`src/rtl/reset_seq_pkg.sv`:
```
// Shared types and helpers for the reset sequencer: FSM states, cause bit
// positions and counter sizing.
package reset_seq_pkg;

  typedef enum logic [1:0] {
    ST_ASSERT,
    ST_STRETCH,
    ST_RELEASE,
    ST_RUN
  } state_e;

  localparam int unsigned CAUSE_POR      = 0;
  localparam int unsigned CAUSE_SRC_BASE = 1;

  function automatic int unsigned cause_sw(input int unsigned num_src);
    return num_src + 1;
  endfunction

  // Bits needed to hold 0..max_count inclusive.
  function automatic int unsigned cnt_width(input int unsigned max_count);
    return (max_count < 1) ? 1 : $clog2(max_count + 1);
  endfunction

endpackage

```
`src/rtl/reset_glitch_filter.sv`:
```
// Synchronises one raw reset request and qualifies it only after FILT_CYCLES
// consecutive synced-high samples.
module reset_glitch_filter
  import reset_seq_pkg::*;
#(
  parameter int unsigned SYNC_STAGES = 2,
  parameter int unsigned FILT_CYCLES = 4
) (
  input  logic clk,
  input  logic rst,
  input  logic raw,
  output logic filt_c
);

  localparam int unsigned CW = cnt_width(FILT_CYCLES);

  logic [SYNC_STAGES-1:0] sync_q;
  logic [CW-1:0]          cnt_q;

  // Saturating run-length counter; any synced low restarts qualification.
  always_ff @(posedge clk or posedge rst) begin
    if (rst) begin
      sync_q <= '0;
      cnt_q  <= '0;
    end else begin
      sync_q <= {sync_q[SYNC_STAGES-2:0], raw};
      if (!sync_q[SYNC_STAGES-1]) begin
        cnt_q <= '0;
      end else if (cnt_q != CW'(FILT_CYCLES)) begin
        cnt_q <= cnt_q + CW'(1);
      end
    end
  end

  assign filt_c = (cnt_q == CW'(FILT_CYCLES));

endmodule

```
`src/rtl/reset_sequencer.sv`:
```
// Multi-source reset controller: filters requests, stretches the combined
// request, then releases the outputs in order with a fixed gap.
module reset_sequencer
  import reset_seq_pkg::*;
#(
  parameter int unsigned NUM_SRC        = 2,
  parameter int unsigned NUM_OUT        = 3,
  parameter int unsigned SYNC_STAGES    = 2,
  parameter int unsigned FILT_CYCLES    = 4,
  parameter int unsigned STRETCH_CYCLES = 8,
  parameter int unsigned GAP_CYCLES     = 5
) (
  input  logic               clk,
  input  logic               i_rst,
  input  logic [NUM_SRC-1:0] i_src_rst,
  input  logic [NUM_SRC-1:0] i_src_en,
  input  logic               i_sw_rst,
  input  logic               i_cause_clr,
  output logic [NUM_OUT-1:0] o_rst,
  output logic               o_busy,
  output logic [NUM_SRC+1:0] o_cause
);

  localparam int unsigned SCW     = cnt_width(STRETCH_CYCLES);
  localparam int unsigned GCW     = cnt_width(GAP_CYCLES);
  localparam int unsigned OCW     = cnt_width(NUM_OUT);
  localparam int unsigned CAUSE_W = NUM_SRC + 2;
  localparam int unsigned SW_BIT  = cause_sw(NUM_SRC);

  logic [NUM_SRC-1:0] filt_c;
  logic [NUM_SRC-1:0] src_req_c;
  logic               req_c;
  logic               release_now_c;
  logic [CAUSE_W-1:0] cause_set_c;

  state_e         state_q;
  logic [SCW-1:0] stretch_q;
  logic [GCW-1:0] gap_q;
  logic [OCW-1:0] idx_q;

  for (genvar k = 0; k < NUM_SRC; k++) begin : g_filt
    reset_glitch_filter #(
      .SYNC_STAGES (SYNC_STAGES),
      .FILT_CYCLES (FILT_CYCLES)
    ) u_filt (
      .clk    (clk),
      .rst    (i_rst),
      .raw    (i_src_rst[k]),
      .filt_c (filt_c[k])
    );
  end

  assign src_req_c = filt_c & i_src_en;
  assign req_c     = (|src_req_c) | i_sw_rst;

  // The edge that completes the stretch window also drops o_rst[0].
  assign release_now_c = !req_c &&
                         (((state_q == ST_ASSERT) && (STRETCH_CYCLES == 1)) ||
                          ((state_q == ST_STRETCH) &&
                           (stretch_q == SCW'(STRETCH_CYCLES - 1))));

  always_comb begin
    cause_set_c                             = '0;
    cause_set_c[CAUSE_SRC_BASE +: NUM_SRC]  = src_req_c;
    cause_set_c[SW_BIT]                     = i_sw_rst;
  end

  always_ff @(posedge clk or posedge i_rst) begin
    if (i_rst) begin
      state_q   <= ST_ASSERT;
      stretch_q <= '0;
      gap_q     <= '0;
      idx_q     <= '0;
      o_rst     <= '1;
      o_busy    <= 1'b1;
    end else if (req_c) begin
      state_q <= ST_ASSERT;
      o_rst   <= '1;
      o_busy  <= 1'b1;
    end else if (release_now_c) begin
      o_rst[0] <= 1'b0;
      idx_q    <= OCW'(1);
      gap_q    <= GCW'(1);
      if (NUM_OUT == 1) begin
        state_q <= ST_RUN;
        o_busy  <= 1'b0;
      end else begin
        state_q <= ST_RELEASE;
      end
    end else begin
      case (state_q)
        ST_ASSERT: begin
          state_q   <= ST_STRETCH;
          stretch_q <= SCW'(1);
        end
        ST_STRETCH: stretch_q <= stretch_q + SCW'(1);
        ST_RELEASE: begin
          if (gap_q == GCW'(GAP_CYCLES)) begin
            o_rst <= o_rst & ~(NUM_OUT'(1) << idx_q);
            if (idx_q == OCW'(NUM_OUT - 1)) begin
              state_q <= ST_RUN;
              o_busy  <= 1'b0;
            end else begin
              idx_q <= idx_q + OCW'(1);
              gap_q <= GCW'(1);
            end
          end else begin
            gap_q <= gap_q + GCW'(1);
          end
        end
        ST_RUN:  state_q <= ST_RUN;
        default: state_q <= ST_ASSERT;
      endcase
    end
  end

  // Sticky cause; a coincident set wins over the clear.
  always_ff @(posedge clk or posedge i_rst) begin
    if (i_rst) begin
      o_cause            <= '0;
      o_cause[CAUSE_POR] <= 1'b1;
    end else begin
      o_cause <= (i_cause_clr ? '0 : o_cause) | cause_set_c;
    end
  end

endmodule

```
`config.mk`:
```
export PLATFORM = sky130hd
export DESIGN_NAME = reset_sequencer
export DESIGN_NICKNAME = d
export VERILOG_FILES = /design/src/rtl/reset_seq_pkg.sv /design/src/rtl/reset_glitch_filter.sv /design/src/rtl/reset_sequencer.sv
export SDC_FILE = /design/constraint.sdc
export NUM_CORES = 1
export LEC_CHECK = 0
export BUFFER_PORTS_ARGS = -buffer_cell sky130_fd_sc_hd__buf_2
export CORE_MARGIN = 2
export CORE_UTILIZATION = 54
export DETAILED_ROUTE_END_ITERATION = 10
export GPL_TIMING_DRIVEN = 0
export PLACE_DENSITY = 0.75
export SLEW_MARGIN = 0
export SYNTH_ARGS = -nofsm -noshare
export SYNTH_HDL_FRONTEND = slang
export SYNTH_SLANG_ARGS = --single-unit
```
`constraint.sdc`:
```
create_clock -name clk -period 2.58 [get_ports clk]
set_clock_uncertainty 0.2 [all_clocks]
set_input_delay 0 -clock clk [delete_from_list [all_inputs] [get_ports clk]]
set_output_delay 0 -clock clk [all_outputs]
set_load 0.005 [all_outputs]
```
==> impl_results.md <==
* Status: complete, no violations
* Die area at 0.00292 mm²
* Clock Path Buffers at 2
* Final hold vios at 0
* Share of the synthesized area in the top cell type at 44.4%
* Iteration-0 DRC Markers at 19
* Worst-path clk slew at 90 ps
* Worst path slowest cell: dfrtp_1
* Final setup fails at 0
* TNS Setup at 0 ps
* Slew HR at 28.4%
* Crit-path leading delay family: simple AND/OR/NAND/NOR gates
* DP Cell Count at 166
* H-tree depth at 2
* Worst hold stages at 2
* Root buffer cell: clkbuf_4
* Crit path largest cell delay at 370 ps
* Max-slew violations at 0
* Share of layout cells above drive strength 1 at 22.5%
* Largest net degree at the start of global routing at 30
* Vias in the first global route at 972
* Max-cap violations at 0
* Crit. End Element: register
* Kind of critical path: register to register
* DP Worst Slack at 356 ps
* Via count at 961
* WP buf/inv at 2
* Die width at 54.0 µm
* Worst path required time at 2590 ps
* Main synth FF type: dfrtp_1
* Worst hold path type: primary input to register
* Post-Layout Cell Count at 181
* R2R cell count at 7
* Largest cells by area after synthesis: dfrtp_1 (44%), dfstp_2 (9.7%), ha_1 (7.4%)
* Distinct cells, synth at 38
* Antenna Nets Post-Route at 0
* Worst-Skew Late Latency at 330 ps
* Post-synth EDFFs at 0
* CP cell instances: inv_1, ha_1, a31o_1, or2_1, buf_6, or3_4, mux2_4
* TritonCTS clock tree: built
* First-pass GRT wire length at 4060 µm
* Power Total at 0.00110 W
* First drt pass iteration count at 4
* Final nets at 166
* Worst-Margin Slew at 1070 ps
* Max Fclk at 441 MHz
* N_diodes at 0
* Vias/cell at 5.31
* CP startpoint kind: register
* All-layer global routing usage at 20.5%
* Async set-reset flop share out of synthesis at 100%
* Fin crit share at 88.0%
* Final core utilization at 65.2%
* Avg Inst Size Synth at 11.2 µm²
* Post-route setup slack at 311 ps
* IO Port Bufs at 15
* Clock sinks at 29
* Initial antenna violation count at 0
* Placer Congestion at 0.741
* Io pins at 16
* Area delta synth->final at 17.3%
* Avg WL per Cell at 13.1 µm
* Leak at 0.734 nW
* Die H at 54.0 µm
* Synthesized flop and latch total at 29
* YS warnings at 0
* Post-Syn Nets at 137
* Most frequent cells after synthesis: dfrtp_1 (24), inv_1 (12), nand2_1 (11)
* Min Tclk post-route at 2270 ps
* Number of core rows at 18
* Critical path fanouts, max at 10
* Post-synthesis cell area at 0.00135 mm²
* RSZ-0062 raised after global routing: false
* WL final at 2380 µm
* Pwr/cell area at 693 mW/mm²
* DRC viols at 0
* Top-count cell post-synth: dfrtp_1
* Post-synthesis cell count at 121
* Largest area contributor in the netlist: dfrtp_1
* Post-DP HPWL at 1690 µm
* Maximum vdd drop at 0.471 mV
* Postcts setup bufs at 0
* Worst path depth at 7
* Cts bufs inserted at 5
* CP arrival at 2280 ps
* Initial Util at 55.6%
* GRT overflow at 0
* Core ar. at 0.00243 mm²
* Sequential share of the synthesized area at 54.1%
[power by group]
group	internal (W)	leakage, nW	switching, W	total (W)
Combinational	0.000121	0.352	0.000113	0.000233
Clock	0.000104	0.0320	0.000155	0.000258
Sequential	0.000534	0.351	0.0000741	0.000608
[flip-flops by register name, summed over array words and instances, names as in the netlist]
signal	count
state_q	2
idx_q	2
o_cause	4
gap_q	3
stretch_q	4
o_busy	1
o_rst	3
g_filt.u_filt.cnt_q	6
g_filt.u_filt.sync_q	4
[per-layer routing]
layer | routed length, µm | GRT usage (%)
met3 | 121 | 7.78
met4 | 20 | 12.1
met2 | 1180 | 33.5
met5 | 0 | 0
met1 | 1060 | 22.6
[what timing repair did]
| item | CTS | global route |
|---|---|---|
| hold buffers | 7 | 0 |
| gates resized for setup | 0 | 0 |
| endpoints found under the setup margin | 0 | 0 |
| hold endpoints to repair | 34 | 0 |
[layout make-up]
type	count	area, µm²
Buffer	1	11.3
Clock inverter	2	10.0
Timing Repair Buffer	22	145
Sequential cell	29	732
Fill cell	203	846
Tap cell	30	37.5
Multi-Input combinational cell	79	564
Inverter	12	45.0
Clock buffer	6	41.3
[layout by cell type (no fill, tap or decap), drive strengths merged, types with 3 or more instances in the layout]
cell | Yosys | final
dfrtp | 24 | 24
buf | 1 | 16
inv | 12 | 12
nand2 | 11 | 11
ha | 8 | 8
dlygate4sd3 | 0 | 7
o21ai | 6 | 6
clkbuf | 0 | 6
nand3 | 5 | 5
a21oi | 5 | 5
dfstp | 5 | 5
a21o | 5 | 5
nor2 | 4 | 4
nor3b | 3 | 3
and2 | 3 | 3
a31oi | 3 | 3
[worst paths after layout]
check | startpoint | slack, ps | end
worst max-delay path | g_filt[1].u_filt.cnt_q[0] | 310 | stretch_q[0]
worst min-delay path | i_src_rst[0] | 110 | g_filt[0].u_filt.sync_q[0]
worst max register to register | g_filt[1].u_filt.cnt_q[0] | 310 | stretch_q[0]
worst min register to register | g_filt[1].u_filt.sync_q[0] | 160 | g_filt[1].u_filt.sync_q[1]
max in group asynchronous | i_rst | 1250 | idx_q[0]
min in group asynchronous | i_rst | 280 | g_filt[1].u_filt.sync_q[1]
[logic make-up after synthesis]
logic type / synth area share (%)
simple gates: 15.8
compound gates: 14.6
flops: 54.1
buf+inv: 4.16
fa+ha+maj: 7.40
mux: 2.59
xor+xnor: 1.30
[stage by stage]
step | hold WS, ps | instance area (µm²)
4_1_cts | 94.7 | 1590
2_1_floorplan | -169 | 1350
6_report | 111 | 1590
3_5_place_dp | -89.7 | 1470
3_3_place_gp | -90.9 | 1470
5_1_grt | 84.4 | 1590
Note: power is estimated with default switching activity, not from simulation.
